## src/rtl/cpu6_decq_pkg.sv

```systemverilog
// ============================================================================
// Module   : cpu6_decq_pkg
// Summary  : Shared encodings for the cpu6 decode stage and its control bundle.
// Revision : 1.0 - initial release
// ============================================================================
`default_nettype none

package cpu6_decq_pkg;

    // The control bundle is 20 fixed bits plus the aluop field.
    // LSB-first layout: muldiv, immtype[2:0], aluop, jal, jump, regwrite, alusrc,
    // branchtype[2:0], mem_unsigned, mem_size[1:0], memwrite, memtoreg,
    // csr_wsc[1:0], csr_rs1uimm, csr.
    localparam int CPU6_ALUOP_W      = 4;
    localparam int CPU6_DCTRL_FIX_W  = 20;
    localparam int CPU6_DCTRL_W      = CPU6_DCTRL_FIX_W + CPU6_ALUOP_W;
    localparam int CPU6_OFF_MULDIV   = 0;
    localparam int CPU6_OFF_IMMTYPE  = 1;
    localparam int CPU6_OFF_ALUOP    = 4;
    localparam int CPU6_OFF_JAL      = CPU6_OFF_ALUOP + CPU6_ALUOP_W;

    localparam logic [3:0] CPU6_ALU_OP_ADD  = 4'd0;
    localparam logic [3:0] CPU6_ALU_OP_SUB  = 4'd1;
    localparam logic [3:0] CPU6_ALU_OP_SLL  = 4'd2;
    localparam logic [3:0] CPU6_ALU_OP_SLT  = 4'd3;
    localparam logic [3:0] CPU6_ALU_OP_SLTU = 4'd4;
    localparam logic [3:0] CPU6_ALU_OP_XOR  = 4'd5;
    localparam logic [3:0] CPU6_ALU_OP_SRL  = 4'd6;
    localparam logic [3:0] CPU6_ALU_OP_SRA  = 4'd7;
    localparam logic [3:0] CPU6_ALU_OP_OR   = 4'd8;
    localparam logic [3:0] CPU6_ALU_OP_AND  = 4'd9;
    localparam logic [3:0] CPU6_ALU_OP_LUI  = 4'd10;

    localparam logic [1:0] CPU6_MEMSIZE_B = 2'd0;
    localparam logic [1:0] CPU6_MEMSIZE_H = 2'd1;
    localparam logic [1:0] CPU6_MEMSIZE_W = 2'd2;

    localparam logic [2:0] CPU6_IMMTYPE_R = 3'd0;
    localparam logic [2:0] CPU6_IMMTYPE_I = 3'd1;
    localparam logic [2:0] CPU6_IMMTYPE_S = 3'd2;
    localparam logic [2:0] CPU6_IMMTYPE_B = 3'd3;
    localparam logic [2:0] CPU6_IMMTYPE_U = 3'd4;
    localparam logic [2:0] CPU6_IMMTYPE_J = 3'd5;

    localparam logic [2:0] CPU6_BRANCHTYPE_NOBRANCH = 3'd0;
    localparam logic [2:0] CPU6_BRANCHTYPE_BEQ      = 3'd1;
    localparam logic [2:0] CPU6_BRANCHTYPE_BNE      = 3'd2;
    localparam logic [2:0] CPU6_BRANCHTYPE_BLT      = 3'd3;
    localparam logic [2:0] CPU6_BRANCHTYPE_BGE      = 3'd4;
    localparam logic [2:0] CPU6_BRANCHTYPE_BLTU     = 3'd5;
    localparam logic [2:0] CPU6_BRANCHTYPE_BGEU     = 3'd6;

    localparam logic [1:0] CPU6_CSR_WSC_NONE = 2'd0;
    localparam logic [1:0] CPU6_CSR_WSC_W    = 2'd1;
    localparam logic [1:0] CPU6_CSR_WSC_S    = 2'd2;
    localparam logic [1:0] CPU6_CSR_WSC_C    = 2'd3;

    localparam logic [6:0] CPU6_OPC_LOAD     = 7'b0000011;
    localparam logic [6:0] CPU6_OPC_MISC_MEM = 7'b0001111;
    localparam logic [6:0] CPU6_OPC_OP_IMM   = 7'b0010011;
    localparam logic [6:0] CPU6_OPC_AUIPC    = 7'b0010111;
    localparam logic [6:0] CPU6_OPC_STORE    = 7'b0100011;
    localparam logic [6:0] CPU6_OPC_OP       = 7'b0110011;
    localparam logic [6:0] CPU6_OPC_LUI      = 7'b0110111;
    localparam logic [6:0] CPU6_OPC_BRANCH   = 7'b1100011;
    localparam logic [6:0] CPU6_OPC_JALR     = 7'b1100111;
    localparam logic [6:0] CPU6_OPC_JAL      = 7'b1101111;
    localparam logic [6:0] CPU6_OPC_SYSTEM   = 7'b1110011;

    function automatic logic [3:0] cpu6_alu_op(input logic [2:0] funct3, input logic alt);
        case (funct3)
            3'b000:  return alt ? CPU6_ALU_OP_SUB : CPU6_ALU_OP_ADD;
            3'b001:  return CPU6_ALU_OP_SLL;
            3'b010:  return CPU6_ALU_OP_SLT;
            3'b011:  return CPU6_ALU_OP_SLTU;
            3'b100:  return CPU6_ALU_OP_XOR;
            3'b101:  return alt ? CPU6_ALU_OP_SRA : CPU6_ALU_OP_SRL;
            3'b110:  return CPU6_ALU_OP_OR;
            default: return CPU6_ALU_OP_AND;
        endcase
    endfunction

    // funct3 010/011 are reserved and map to NOBRANCH, which marks them illegal.
    function automatic logic [2:0] cpu6_branch_type(input logic [2:0] funct3);
        case (funct3)
            3'b000:  return CPU6_BRANCHTYPE_BEQ;
            3'b001:  return CPU6_BRANCHTYPE_BNE;
            3'b100:  return CPU6_BRANCHTYPE_BLT;
            3'b101:  return CPU6_BRANCHTYPE_BGE;
            3'b110:  return CPU6_BRANCHTYPE_BLTU;
            3'b111:  return CPU6_BRANCHTYPE_BGEU;
            default: return CPU6_BRANCHTYPE_NOBRANCH;
        endcase
    endfunction

endpackage

`default_nettype wire

```

## src/rtl/cpu6_decq_dec.sv

```systemverilog
// ============================================================================
// Module   : cpu6_decq_dec
// Summary  : Combinational RV32I + Zicsr decoder to the cpu6 control bundle.
//            Define CPU6_DEC_RV32M_EN to accept the RV32M mul/div encodings.
// Revision : 1.0 - initial release
// ============================================================================
`default_nettype none

module cpu6_decq_dec
    import cpu6_decq_pkg::*;
#(
    parameter int ALUOP_W = 4
) (
    input  logic [31:0]                       instr,
    output logic [CPU6_DCTRL_FIX_W+ALUOP_W-1:0] ctrl,
    output logic                              illinstr
);

    logic [6:0] w_opcode;
    logic [6:0] w_f7;
    logic [2:0] w_f3;
    logic       w_unused;

    assign w_opcode = instr[6:0];
    assign w_f3     = instr[14:12];
    assign w_f7     = instr[31:25];
    assign w_unused = ^{instr[24:15], instr[11:7]};

    logic       w_legal, w_csr, w_rs1uimm, w_memtoreg, w_memwrite, w_munsigned;
    logic       w_alusrc, w_regwrite, w_jump, w_jal, w_muldiv;
    logic [1:0] w_wsc, w_msize;
    logic [2:0] w_btype, w_immtype;
    logic [3:0] w_op;

    always_comb begin
        w_legal     = 1'b0;
        w_csr       = 1'b0;
        w_rs1uimm   = 1'b0;
        w_wsc       = CPU6_CSR_WSC_NONE;
        w_memtoreg  = 1'b0;
        w_memwrite  = 1'b0;
        w_msize     = CPU6_MEMSIZE_B;
        w_munsigned = 1'b0;
        w_btype     = CPU6_BRANCHTYPE_NOBRANCH;
        w_alusrc    = 1'b0;
        w_regwrite  = 1'b0;
        w_jump      = 1'b0;
        w_jal       = 1'b0;
        w_op        = CPU6_ALU_OP_ADD;
        w_immtype   = CPU6_IMMTYPE_R;
        w_muldiv    = 1'b0;
        case (w_opcode)
            CPU6_OPC_LOAD: begin
                w_legal     = (w_f3 != 3'b011) && (w_f3[2:1] != 2'b11);
                w_memtoreg  = 1'b1;
                w_regwrite  = 1'b1;
                w_alusrc    = 1'b1;
                w_immtype   = CPU6_IMMTYPE_I;
                w_msize     = w_f3[1:0];
                w_munsigned = w_f3[2];
            end
            CPU6_OPC_STORE: begin
                w_legal    = !w_f3[2] && (w_f3[1:0] != 2'b11);
                w_memwrite = 1'b1;
                w_alusrc   = 1'b1;
                w_immtype  = CPU6_IMMTYPE_S;
                w_msize    = w_f3[1:0];
            end
            CPU6_OPC_OP_IMM: begin
                if (w_f3 == 3'b001)
                    w_legal = (w_f7 == 7'b0000000);
                else if (w_f3 == 3'b101)
                    w_legal = (w_f7 == 7'b0000000) || (w_f7 == 7'b0100000);
                else
                    w_legal = 1'b1;
                w_regwrite = 1'b1;
                w_alusrc   = 1'b1;
                w_immtype  = CPU6_IMMTYPE_I;
                // instr[30] is part of the immediate for addi, so only srai uses it.
                w_op       = cpu6_alu_op(w_f3, (w_f3 == 3'b101) && instr[30]);
            end
            CPU6_OPC_OP: begin
                w_regwrite = 1'b1;
                if (w_f7 == 7'b0000000) begin
                    w_legal = 1'b1;
                    w_op    = cpu6_alu_op(w_f3, 1'b0);
                end else if (w_f7 == 7'b0100000) begin
                    w_legal = (w_f3 == 3'b000) || (w_f3 == 3'b101);
                    w_op    = cpu6_alu_op(w_f3, 1'b1);
                end
`ifdef CPU6_DEC_RV32M_EN
                else if (w_f7 == 7'b0000001) begin
                    w_legal  = 1'b1;
                    w_muldiv = 1'b1;
                end
`endif
            end
            CPU6_OPC_BRANCH: begin
                w_btype   = cpu6_branch_type(w_f3);
                w_legal   = (w_btype != CPU6_BRANCHTYPE_NOBRANCH);
                w_immtype = CPU6_IMMTYPE_B;
                w_op      = CPU6_ALU_OP_SUB;
            end
            CPU6_OPC_JAL: begin
                w_legal    = 1'b1;
                w_jump     = 1'b1;
                w_jal      = 1'b1;
                w_regwrite = 1'b1;
                w_immtype  = CPU6_IMMTYPE_J;
            end
            CPU6_OPC_JALR: begin
                w_legal    = (w_f3 == 3'b000);
                w_jump     = 1'b1;
                w_regwrite = 1'b1;
                w_alusrc   = 1'b1;
                w_immtype  = CPU6_IMMTYPE_I;
            end
            CPU6_OPC_LUI: begin
                w_legal    = 1'b1;
                w_regwrite = 1'b1;
                w_alusrc   = 1'b1;
                w_immtype  = CPU6_IMMTYPE_U;
                w_op       = CPU6_ALU_OP_LUI;
            end
            CPU6_OPC_AUIPC: begin
                w_legal    = 1'b1;
                w_regwrite = 1'b1;
                w_alusrc   = 1'b1;
                w_immtype  = CPU6_IMMTYPE_U;
            end
            CPU6_OPC_MISC_MEM: begin
                w_legal = (w_f3 == 3'b000) || (w_f3 == 3'b001);
            end
            CPU6_OPC_SYSTEM: begin
                // funct3 000 (ecall/ebreak) and 100 are not supported here.
                w_legal    = (w_f3[1:0] != 2'b00);
                w_csr      = 1'b1;
                w_rs1uimm  = w_f3[2];
                w_wsc      = w_f3[1:0];
                w_regwrite = 1'b1;
                w_immtype  = CPU6_IMMTYPE_I;
            end
            default: ;
        endcase
    end

    assign illinstr = !w_legal;
    assign ctrl     = w_legal ? {w_csr, w_rs1uimm, w_wsc, w_memtoreg, w_memwrite, w_msize,
                                 w_munsigned, w_btype, w_alusrc, w_regwrite, w_jump, w_jal,
                                 ALUOP_W'(w_op), w_immtype, w_muldiv}
                              : '0;

endmodule

`default_nettype wire

```

## src/rtl/cpu6_decq.sv

```systemverilog
// ============================================================================
// Module   : cpu6_decq
// Summary  : cpu6 decode stage with a decoded-entry queue between fetch and
//            execute. Define CPU6_DEC_RV32M_EN to decode RV32M as legal.
// Revision : 1.0 - initial release
// ============================================================================
`default_nettype none

module cpu6_decq
    import cpu6_decq_pkg::*;
#(
    parameter int XLEN    = 32,
    parameter int QDEPTH  = 2,
    parameter int ALUOP_W = 4
) (
    input  logic                                clk,
    input  logic                                reset,
    input  logic                                flush,
    input  logic                                f_valid,
    output logic                                f_ready,
    input  logic [31:0]                         f_instr,
    input  logic [XLEN-1:0]                     f_pc,
    output logic                                d_valid,
    input  logic                                d_ready,
    output logic [XLEN-1:0]                     d_pc,
    output logic [31:0]                         d_instr,
    output logic [CPU6_DCTRL_FIX_W+ALUOP_W-1:0] d_ctrl,
    output logic                                d_illinstr,
    output logic [$clog2(QDEPTH):0]             d_count
);

    localparam int PTR_W   = $clog2(QDEPTH);
    localparam int CNT_W   = PTR_W + 1;
    localparam int CTRL_W  = CPU6_DCTRL_FIX_W + ALUOP_W;
    localparam int ENTRY_W = 1 + 32 + XLEN + CTRL_W;

    logic [CTRL_W-1:0]  w_dec_ctrl;
    logic               w_dec_ill;
    logic               w_push, w_pop, w_full, w_empty;
    logic [ENTRY_W-1:0] w_head;
    logic [ENTRY_W-1:0] r_mem [QDEPTH];
    logic [PTR_W-1:0]   r_wptr, r_rptr;
    logic [CNT_W-1:0]   r_count;

    cpu6_decq_dec #(.ALUOP_W(ALUOP_W)) u_dec (
        .instr    (f_instr),
        .ctrl     (w_dec_ctrl),
        .illinstr (w_dec_ill)
    );

    assign w_full  = (r_count == CNT_W'(QDEPTH));
    assign w_empty = (r_count == '0);
    assign d_valid = !w_empty;
    assign w_pop   = d_valid && d_ready;
    assign f_ready = !w_full || w_pop;
    assign w_push  = f_valid && f_ready && !flush;
    assign d_count = r_count;

    // Head is read straight from storage; an empty queue presents all zeros.
    assign w_head = w_empty ? '0 : r_mem[r_rptr];
    assign {d_illinstr, d_instr, d_pc, d_ctrl} = w_head;

    always_ff @(posedge clk) begin
        if (w_push)
            r_mem[r_wptr] <= {w_dec_ill, f_instr, f_pc, w_dec_ctrl};
    end

    always_ff @(posedge clk or posedge reset) begin
        if (reset) begin
            r_wptr  <= '0;
            r_rptr  <= '0;
            r_count <= '0;
        end else if (flush) begin
            r_wptr  <= '0;
            r_rptr  <= '0;
            r_count <= '0;
        end else begin
            if (w_push)
                r_wptr <= r_wptr + PTR_W'(1);
            if (w_pop)
                r_rptr <= r_rptr + PTR_W'(1);
            r_count <= r_count + CNT_W'(w_push) - CNT_W'(w_pop);
        end
    end

endmodule

`default_nettype wire
```

## config.mk

```make
export PLATFORM = sky130hd
export DESIGN_NAME = cpu6_decq
export DESIGN_NICKNAME = d
export VERILOG_FILES = /design/src/rtl/cpu6_decq_pkg.sv /design/src/rtl/cpu6_decq_dec.sv /design/src/rtl/cpu6_decq.sv
export SDC_FILE = /design/constraint.sdc
export NUM_CORES = 1
export LEC_CHECK = 0
export BUFFER_PORTS_ARGS = -buffer_cell sky130_fd_sc_hd__buf_2
export CAP_MARGIN = 20
export CORE_UTILIZATION = 35
export CTS_CLUSTER_SIZE = 16
export DETAILED_ROUTE_END_ITERATION = 10
export GPL_TIMING_DRIVEN = 0
export PLACE_DENSITY = 0.55
export SLEW_MARGIN = 15
export SYNTH_ARGS = -nofsm -noshare
export SYNTH_HDL_FRONTEND = slang
export SYNTH_SLANG_ARGS = --single-unit
```

## constraint.sdc

```tcl
create_clock -name clk -period 6.95 [get_ports clk]
set_input_delay 1.39 -clock clk [delete_from_list [all_inputs] [get_ports clk]]
set_output_delay 1.39 -clock clk [all_outputs]
set_load 0.05 [all_outputs]
```

# Word level (Yosys, flattened, before mapping)
# Memory sizes are Yosys's and may differ from the RTL's.
# Index checks and enable logic that the tools add are counted.
# Widths: inputs -> output; s select.
# totals
register_bits	4
ramBits	178
in_bits	69
output_inout_bits	93
word_cells	97
n_memories	1
# classes
addsub	4
eq_ne	23
mux	37
n_reduce_logical	29
# mem_list
name	depth	width	read_ports	rd_clocked_by_memory_dff	write_ports	line	source
r_mem	2	89	1	0	1	cpu6_decq.sv:41	logic [ENTRY_W-1:0] r_mem [QDEPTH];
# ops
op	n
$mux 89	1
$pmux 4 s7	3
$eq 7x6->1 const B	4
$eq 7x7->1 const B	4
$mux 24	1
$mux 1	21
$pmux 3 s6	1
$pmux 4 s4	1
$pmux 3 s5	1
$eq 7x5->1 const B	2
$eq 3x3->1 const B	4
$pmux 1 s9	1
$mux 4	2
$reduce_or 8->1	1
$eq 7x2->1 const B	1
$eq 7x4->1 const B	1
$logic_not 7->1	1
$eq 3x2->1 const B	2
$logic_and 1x1->1	6
$mux 2	3
$mux 3	2
$reduce_bool 2->1	3
$reduce_or 2->1	3
$reduce_or 6->1	1
other kinds (14)	23

# Logic depth before layout (Yosys ltp)
# Gate-level depths: netlist (run 1).
# logic_depth
ltp_word	9
mapped_depth	9
depth_no_buf	9

# Hierarchy
# A second synthesis (run 1) with hierarchy kept.
# unflattened
hier_cells	510
hier_area_um2	7536.0
# modules_own_cells
mod	instances	cells_per_inst	area_per_inst_um2	seq_area_each_um2
cpu6_decq	1	400	6886.6	5445.2
cpu6_decq_dec	1	110	649.4	0.0

# Worst setup path before layout (run 1)
# OpenSTA, ideal clock, no wires.
# synth_timing
kind	input to register
start	in d_ready
end	mem r_mem[0][10] in the netlist's numbering (enable)
setup_time_ns	0.535
t_arrival_ns	5.934
required_time_ns	6.415
setup_slack_ns	0.481
stages	5
path_buffers	0
cell_sequence	nor2_1 -> nand2_1 -> nand2_1 -> or2_2 -> nor2_1
# synth_via
elab_chain_len	6
# synth_rtl
element	line	source
from (decl)	cpu6_decq.sv:24	input logic d_ready,
$logic_and 1x1->1	cpu6_decq.sv:54	assign w_pop = d_valid && d_ready;
$logic_or 1x1->1	cpu6_decq.sv:55	assign f_ready = !w_full || w_pop;
net f_ready	cpu6_decq.sv:20	output logic f_ready,
$logic_and 1x1->1 (2 in a row)	cpu6_decq.sv:56	assign w_push = f_valid && f_ready && !flush;
$mux 1	cpu6_decq.sv:64	if (w_push)
$mux 1 (implied by the code)	cpu6_decq.sv:65	r_mem[r_wptr] <= {w_dec_ill, f_instr, f_pc, w_dec_ctrl};
to (decl)	cpu6_decq.sv:41	
# The timed path passes the listed nets, and every way through them passes these cells.

# Worst setup path in the final report (run 1)
# layout_timing
start	reg r_count[1] (netlist: d_count[1])
end	out d_instr[20]
# layout_via
elab_chain_len	2
# layout_rtl
element	line	source
from (decl)	cpu6_decq.sv:43	logic [CNT_W-1:0] r_count;
from (signal assigned)	cpu6_decq.sv:82	r_count <= r_count + CNT_W'(w_push) - CNT_W'(w_pop);
$logic_not 2->1	cpu6_decq.sv:52	assign w_empty = (r_count == '0);
$mux 89	cpu6_decq.sv:60	assign w_head = w_empty ? '0 : r_mem[r_rptr];
to (decl)	cpu6_decq.sv:26	output logic [31:0] d_instr,
# Every way passes these cells.

==> key figures, run 1 <==
Run status
  • Outcome: finished clean

CTS
  • Clk slew on worst S/H paths: 70 ps
  • Clk Latency, worst-skew pair: 430 ps
  • CTS tree: built
  • Post-CTS Setup Bufs: 0
  • Cts hold-fix bufs: 0
  • Post-CTS Resized: 0
  • Clk root buf: clkbuf_16
  • CTS Buf Count: 17
  • Clock Sinks: 180
  • H-tree depth: 4
  • Bufs on Longest Clock Path: 2

Detailed routing
  • Top layer in use: met4
  • Wire per inst: 16.0 um
  • DR vias/cell: 4.70
  • Drt initial violations: 292
  • WL met2: 7420 um
  • Met3 routed WL: 1100 um
  • First-pass iteration count of the detailed router: 4
  • Via count: 4581
  • Wire length on met1: 6940 um
  • WL final: 15600 um
  • Post-route DRC violation count: 0
  • Antenna Nets Post-Route: 0

Timing
  • RSZ-0062 raised after global routing: false
  • Skew final: 17.5 ps
  • Relative slew slack: 45.0%
  • Tmin final: 4120 ps
  • Worst-Margin Slew: 824 ps
  • Maximum clock frequency: 242 MHz
  • TNS Setup: 0 ps
  • Tcrit/Tclk final: 59.3%
  • Setup Viol. Count Final: 0
  • Final Max Tran Viols: 0
  • Final Hold Viols: 0

Die
  • # rows: 53
  • Die H: 149 um
  • CORE AREA: 0.0210 mm2
  • Initial Util: 35.7%
  • Die area: 0.0221 mm2
  • I/O pin count: 162
  • DIE WIDTH: 149 um

Global routing
  • GRT Total Usage: 14.4%
  • Global-route wire length before repair: 24100 um
  • Largest net degree at the start of global routing: 28
  • Remaining Overflow, GRT: 0
  • Vias in the first global route: 4639
  • Initial antenna violation count: 1

Synthesis
  • Mapped cell area: 0.00751 mm2
  • Yosys top cell area share: 70.4%
  • Yosys top cell by area: edfxtp_1
  • Sequential fraction of the synthesis area: 71.7%
  • Async set-reset flop share out of synthesis: 2.22%
  • Area contributors post-synth: edfxtp_1 70%, mux2i_1 12%, nor2_1 5.4%
  • Syn Nets: 572
  • Synth warn: 0
  • Yosys cell types: 45
  • Synth Instances: 501
  • Post-synth EDFFs: 176
  • Main synth FF type: edfxtp_1
  • Mean Syn Cell Area: 15.0 um2
  • Seq cells post-synth: 180

Place
  • Global placement routability congestion: 0.761
  • Placed Instances: 942
  • I/O Buffers: 160
  • Dpl hpwl: 11300 um

Critical path
  • Startpoint types: register
  • Crit path kind: register to output port
  • Critical Path AT: 2730 ps
  • CP Max Fanout: 10
  • Element type at the critical path end: output port
  • Critical path required time: 5560 ps

Final layout
  • Fillers: 1904
  • Post-Layout Cell Count: 975
  • Util after Layout: 44.7%
  • Layout Area Growth over Synthesis: 25.0%
  • Commonest non-fill, non-tap cell in the layout: edfxtp_1
  • Layout cell share with drive strength beyond 1: 32.9%
  • Most frequent cells in the layout: 176 x edfxtp_1, 164 x buf_2, 107 x nor2_1
  • Final nets: 757

Power and ir drop
  • Maximum VDD drop: 0.000193 V
  • Pwr Density: 415 mW/mm2
  • Leakage: 3.49 nW

Hold path
  • Hold Path Class: register to register

Run
  • Max cap viols: 0
cell families after synthesis:
group	synth area share, %
compound gates	2.38
xor+xnor	0.700
fa+ha+maj	0.333
buf+inv	3.10
flops	71.7
mux	11.9
other cells	0.0499
simple gates	9.89
where the power goes:
group	leakage [nW]	total [W]	switching [W]	internal, W
logic	1.53	0.00170	0.00131	0.000392
registers	1.68	0.00129	0.0000202	0.00127
clock network	0.278	0.000907	0.000432	0.000475
total	3.49	0.00389	0.00176	0.00214
synth_stat cells, types with 3 or more instances:
master and instances:
nand3_1 4, nor4_1 3, nor3b_2 3, and2_1 4, clkbuf_1 10, edfxtp_1 176, buf_6 4, o21ai_0 9
mux2i_1 89, buf_1 6, buf_2 4, clkbuf_8 5, nand3b_1 3, and2b_2 3, nor2_1 109, nand2_1 9
inv_1 5, a21oi_1 9, nand4_1 3, dfrtp_1 4, xnor2_1 4, a211oi_1 3
metrics by stage:
stage	worst slack (ps)	instance area [um2]	power [W]	hold WS, ps
floorplan	481	7510	0.00261	583
global placement	-1490	8660	0.00302	604
detailed placement	3150	8820	0.00304	702
CTS	2680	9390	0.00395	718
global route	2460	9390	0.00408	774
finish	2830	9390	0.00389	704
routing by layer:
metal | vias up | track usage [%]
met5 | - | 0
met4 | 0 | 4.69
met3 | 12 | 4.20
met2 | 159 | 23.6
met1 | 2199 | 18.3
li1 | 2211 | -
critical path: stages, from the launching register on:
cell	delay [ps]
dfrtp_1	420
nor2_1	590
clkbuf_1	470
buf_1	470
nor2_1	120
buf_2	240
registers in the layout (all words and copies together) (netlist names):
register / count
d_count: 2
r_mem: 176
r_rptr: 1
r_wptr: 1
final cells by class:
cell class / instances / area (um2) / share of cell area (%)
Sequential cell: 180 / 5390 / 57.4
Multi-Input combinational cell: 284 / 1910 / 20.3
Timing Repair Buffer: 166 / 951 / 10.1
Clock buffer: 17 / 425 / 4.53
Tap cell: 275 / 344 / 3.66
Buffer: 32 / 214 / 2.28
Clock inverter: 15 / 139 / 1.48
Inverter: 5 / 18.8 / 0.200
Antenna cell: 1 / 2.50 / 0.0267
path summary, 6_finish.rpt:
check	cells after the start	start	endpoint	slack [ps]
worst min register to register	2	d_count[0]	d_count[0]	700
worst max-delay path	5	d_count[1]	d_instr[20]	2830
min in group asynchronous	2	reset	r_rptr	860
worst min-delay path	2	d_count[0]	d_count[0]	700
max in group asynchronous	2	reset	d_count[0]	5940
worst max register to register	7	d_count[0]	r_mem[0][59]	4580
(Power assumes the default switching activity.)
==> run 2: changes to the inputs <==
- PLACE_DENSITY: 0.55 -> 0.57
- clock period: 6.95 -> 3.7 ns (I/O delays scaled with it)
==> run 2 against run 1 <==
  * Utilization rose by 0.48 points
  * Die area stayed put
  * Sequential cell count is the same
  * Hold slack lost 510 ps
  * Via count decreased by 0.59%
  * First-iteration DRC count down 15%
  * Global-route usage grew 0.30 points
  * Worst setup slack worse by 2400 ps
  * Power increased by 93%
  * Critical endpoint is now d_instr[15]
  * Largest power group unchanged
  * Highest routed layer unchanged
==> key figures, run 2 (same netlist as run 1, synthesis figures left out) <==
CTS
  • Clk root buf: clkbuf_16
  • Bufs on Longest Clock Path: 2
  • Clock Sinks: 180
  • Clk Latency, worst-skew pair: 420 ps
  • Cts hold-fix bufs: 0
  • H-tree depth: 4
  • CTS tree: built
  • CTS Buf Count: 17
  • Clk slew on worst S/H paths: 60 ps

Critical path
  • CP Max Fanout: 10
  • Element type at the critical path end: output port
  • CP Cell Sequence: nor2_2, clkbuf_1, buf_1, nor2_1, buf_2
  • Critical Path AT: 2560 ps
  • R2r setup slk: 1430 ps
  • Crit path kind: register to output port
  • Startpoint types: register
  • Crit path max-delay cell type: clkbuf_1
  • CP max stage delay: 490 ps
  • Critical path required time: 2960 ps

Final layout
  • Layout cell share with drive strength beyond 1: 33.0%
  • Most flop-heavy register: r_mem
  • Post-Layout Cell Count: 975
  • Most frequent cells in the layout: 176 x edfxtp_1, 164 x buf_2, 106 x nor2_1
  • Max FFs per register: 176
  • Ant. Diodes: 0
  • Util after Layout: 45.1%
  • Layout Area Growth over Synthesis: 26.3%
  • Final nets: 758
  • Commonest non-fill, non-tap cell in the layout: edfxtp_1

Timing
  • Skew final: 5.05 ps
  • Hold slack: 194 ps
  • Setup ws final: 404 ps
  • Final Hold Viols: 0
  • Tmin final: 3300 ps
  • Worst-Margin Slew: 837 ps
  • RSZ-0062 raised after global routing: false
  • Setup Viol. Count Final: 0
  • Final Max Tran Viols: 0
  • Tcrit/Tclk final: 89.1%
  • Relative slew slack: 44.1%
  • Maximum clock frequency: 303 MHz

Power and ir drop
  • Leakage: 3.53 nW
  • Logic gate share of total power: 42.5%
  • Net switching power: 0.00325 W
  • Pwr Density: 793 mW/mm2
  • Sequential power share: 32.2%
  • Clock Power Share: 25.3%
  • Maximum VDD drop: 0.000328 V
  • Internal: 0.00427 W
  • Switching share of power: 43.2%

Die
  • I/O pin count: 162
  • # rows: 53
  • Die area: 0.0221 mm2
  • DIE WIDTH: 149 um
  • Die H: 149 um
  • CORE AREA: 0.0210 mm2
  • Initial Util: 35.7%

Detailed routing
  • Drt initial violations: 247
  • First-pass iteration count of the detailed router: 4
  • Via count: 4554
  • Post-route DRC violation count: 0
  • Antenna Nets Post-Route: 0
  • DR vias/cell: 4.67
  • Wire per inst: 16.3 um
  • WL final: 15900 um

Global routing
  • Initial antenna violation count: 0
  • GRT Total Usage: 14.7%
  • Remaining Overflow, GRT: 0
  • Vias in the first global route: 4669
  • Global-route wire length before repair: 24600 um
  • Largest net degree at the start of global routing: 27

Place
  • Placed Instances: 943
  • Global placement routability congestion: 0.817
  • I/O Buffers: 160
  • Dpl hpwl: 11500 um
  • Place WS: 556 ps

Hold path
  • Hold Path Class: input port to async pin

Run status
  • Outcome: finished clean

Run
  • Max cap viols: 0
run 2: critical path: cells and delay by family, from the launching register on:
family                 cells  cell delay [ps]
AND/OR/NAND/NOR            2              510
flip-flops                 1              430
buffers and inverters      3             1200
run 2: per-stage QoR:
step           TNS, ps  total power (W)  cell area, um2
2_1_floorplan  -113810          0.00490            7520
3_5_place_dp         0          0.00571            8860
5_1_grt              0          0.00786            9490
6_report             0          0.00752            9490
4_1_cts              0          0.00763            9490
3_3_place_gp   -289050          0.00565            8660
run 2: power by group through the flow:
stage / Sequential [W] / Clock (W) / Combinational, W
after floorplan: 0.00250 / 0 / 0.00240
after global placement: 0.00248 / 0 / 0.00317
after detailed placement: 0.00247 / 0 / 0.00324
after CTS: 0.00242 / 0.00196 / 0.00325
after global routing: 0.00243 / 0.00204 / 0.00339
final: 0.00242 / 0.00191 / 0.00319
run 2: worst paths after layout:
| path | depth (start not counted) | endpoint | from |
|---|---|---|---|
| worst max-delay path | 5 | d_instr[15] | d_count[1] |
| worst min-delay path | 2 | d_count[1] | reset |
| worst max register to register | 6 | r_mem[1][19] | d_count[0] |
| worst min register to register | 1 | r_mem[0][41] | r_wptr |
| max in group asynchronous | 2 | d_count[0] | reset |
| min in group clk | 1 | r_mem[1][53] | f_pc[29] |
run 2: routing by layer:
| layer | share of wire [%] | vias to the layer above | global-route usage (%) |
|---|---|---|---|
| li1 | - | 2206 | - |
| met1 | 44 | 2201 | 18.8 |
| met2 | 49 | 135 | 24.5 |
| met3 | 5.8 | 12 | 3.59 |
| met4 | 1.1 | 0 | 5.00 |
| met5 | 0 | - | 0 |
run 2: area by class of cell:
cell class	instances	area, um2
Tap cell	275	344
Inverter	5	18.8
Clock inverter	14	200
Multi-Input combinational cell	284	1910
Fill cell	1891	11500
Timing Repair Buffer	167	986
Buffer	32	214
Clock buffer	18	429
Sequential cell	180	5390
run 2: what timing repair did:
item,CTS,global route
buffers inserted,0,0
setup endpoints to repair,0,12
gates resized for setup,0,1
==> run 3: changes to the inputs <==
- PLACE_DENSITY: 0.57 -> not set
==> run 3 against run 2 <==
  * Register-to-register slack worse by 100 ps
  * Largest power group unchanged
  * Clock skew barely moved
  * Sequential share of layout area is 0.47 points higher
  * Via count shrank 0.20%
  * Maximum frequency is 0.47% higher
  * Non-clock buffer count is 1 lower
  * Worst setup slack gained 15 ps
  * Wire length barely moved
  * Utilization shrank 0.37 points
  * Critical path depth rose by 1
==> key figures, run 3 (same netlist as run 1, synthesis figures left out) <==
Critical path
  • Critical path depth: 6
  • Crit-path leading delay family: buffers and inverters
  • CP Cell Sequence: clkbuf_1, buf_2, buf_2, mux2i_1, nor2_1, buf_2
  • R2r setup slk: 1330 ps
  • CP dominant cell by count: buf_2
  • Critical path required time: 2960 ps
  • Critical Path AT: 2540 ps
  • CP Max Fanout: 10
  • R2r worst-path depth: 7
  • Startpoint types: register
  • Worst path buffer plus inverter count: 4
  • Crit path max-delay cell type: clkbuf_1
  • Element type at the critical path end: output port
  • Crit path kind: register to output port
  • CP max stage delay: 440 ps

Global routing
  • Initial antenna violation count: 2
  • GRT Total Usage: 14.7%
  • Global-route wire length before repair: 24500 um
  • Largest net degree at the start of global routing: 28
  • Vias in the first global route: 4601
  • Remaining Overflow, GRT: 0

Place
  • Dpl hpwl: 11500 um
  • Global placement routability congestion: 0.808
  • I/O Buffers: 160
  • Placed Instances: 942
  • Place WS: 574 ps

Die
  • DIE WIDTH: 149 um
  • CORE AREA: 0.0210 mm2
  • Initial Util: 35.7%
  • Die H: 149 um
  • # rows: 53
  • I/O pin count: 162
  • Die area: 0.0221 mm2

Power and ir drop
  • Maximum VDD drop: 0.000394 V
  • Pwr Density: 794 mW/mm2
  • Leakage: 3.50 nW

Final layout
  • Most frequent cells in the layout: 176 x edfxtp_1, 164 x buf_2, 106 x nor2_1
  • Final nets: 757
  • Layout Area Growth over Synthesis: 25.3%
  • Max FFs per register: 176
  • Most flop-heavy register: r_mem
  • Post-Layout Cell Count: 973
  • Fillers: 1899
  • FF+latch area: 0.00539 mm2
  • Util after Layout: 44.8%
  • Layout cell share with drive strength beyond 1: 32.5%
  • Ant. Diodes: 0
  • Multi-input gate area: 0.00191 mm2
  • Commonest non-fill, non-tap cell in the layout: edfxtp_1

Detailed routing
  • Post-route DRC violation count: 0
  • DR vias/cell: 4.67
  • Antenna Nets Post-Route: 0
  • Wire per inst: 16.3 um
  • Via count: 4545
  • Drt initial violations: 313
  • WL final: 15900 um
  • First-pass iteration count of the detailed router: 4

CTS
  • Clk slew on worst S/H paths: 60 ps
  • H-tree depth: 4
  • Clk root buf: clkbuf_16
  • CTS Buf Count: 17
  • CTS tree: built
  • Bufs on Longest Clock Path: 2
  • Post-CTS Setup Bufs: 0
  • Clk Latency, worst-skew pair: 420 ps
  • Clock Sinks: 180

Hold path
  • Hold Path Class: input port to async pin

Run status
  • Outcome: finished clean

Timing
  • Relative slew slack: 48.9%
  • Hold slack: 196 ps
  • Final Hold Viols: 0
  • Tcrit/Tclk final: 88.7%
  • Skew final: 5.08 ps
  • RSZ-0062 raised after global routing: false
  • Final Max Tran Viols: 0
  • Setup Viol. Count Final: 0
  • Tmin final: 3280 ps
  • Maximum clock frequency: 305 MHz
  • Worst-Margin Slew: 766 ps
  • Setup ws final: 419 ps

Run
  • Max cap viols: 0
## run 3: changes by cell type in the layout (fill, tap and decap cells not counted), sizes merged
cell	change
inv	-1
clkbuf	-1
clkinv	+2
clkinvlp	-1
buf	-1
## run 3: metrics by stage
stage	total power [W]	area (um2)	TNS (ps)
floorplan	0.00490	7520	-113810
global placement	0.00565	8660	-286550
detailed placement	0.00570	8800	0
CTS	0.00757	9410	0
global route	0.00781	9410	0
finish	0.00747	9410	0
## run 3: area by class of cell
cell class | count | area share (%)
clock inverters | 14 | 1.95
well taps | 275 | 3.66
inverters | 5 | 0.199
repair buffers | 166 | 9.86
plain buffers | 32 | 2.27
clock buffers | 17 | 4.52
multi-input cells | 284 | 20.3
flip-flops and latches | 180 | 57.2
## run 3: per-layer routing
layer  global-route usage [%]  part of all wire (%)  wire [um]
met5                        0                  0.15         23
met4                     4.38                  0.95        150
met3                     4.11                   5.9        942
met2                     24.9                    49       7770
met1                     18.1                    44       6970
## run 3: worst paths after layout
kind / from / endpoint
min reg2reg: r_wptr / r_mem[0][42]
max in group asynchronous: reset / r_wptr
min in group clk: f_pc[17] / r_mem[1][41]
min: reset / d_count[1]
max: r_rptr / d_instr[30]
max reg2reg: d_count[0] / r_mem[1][79]
## run 3: where the power goes
| group | leakage (nW) | switching, W | internal (W) | total (W) |
|---|---|---|---|---|
| Combinational | 1.52 | 0.00245 | 0.000732 | 0.00319 |
| Sequential | 1.68 | 0.0000414 | 0.00238 | 0.00243 |
| Clock | 0.296 | 0.000736 | 0.00112 | 0.00186 |
## run 3: repair_timing
item                       CTS  global route
resized for setup            0             1
setup endpoints to repair    0            13
hold buffers                 0             0
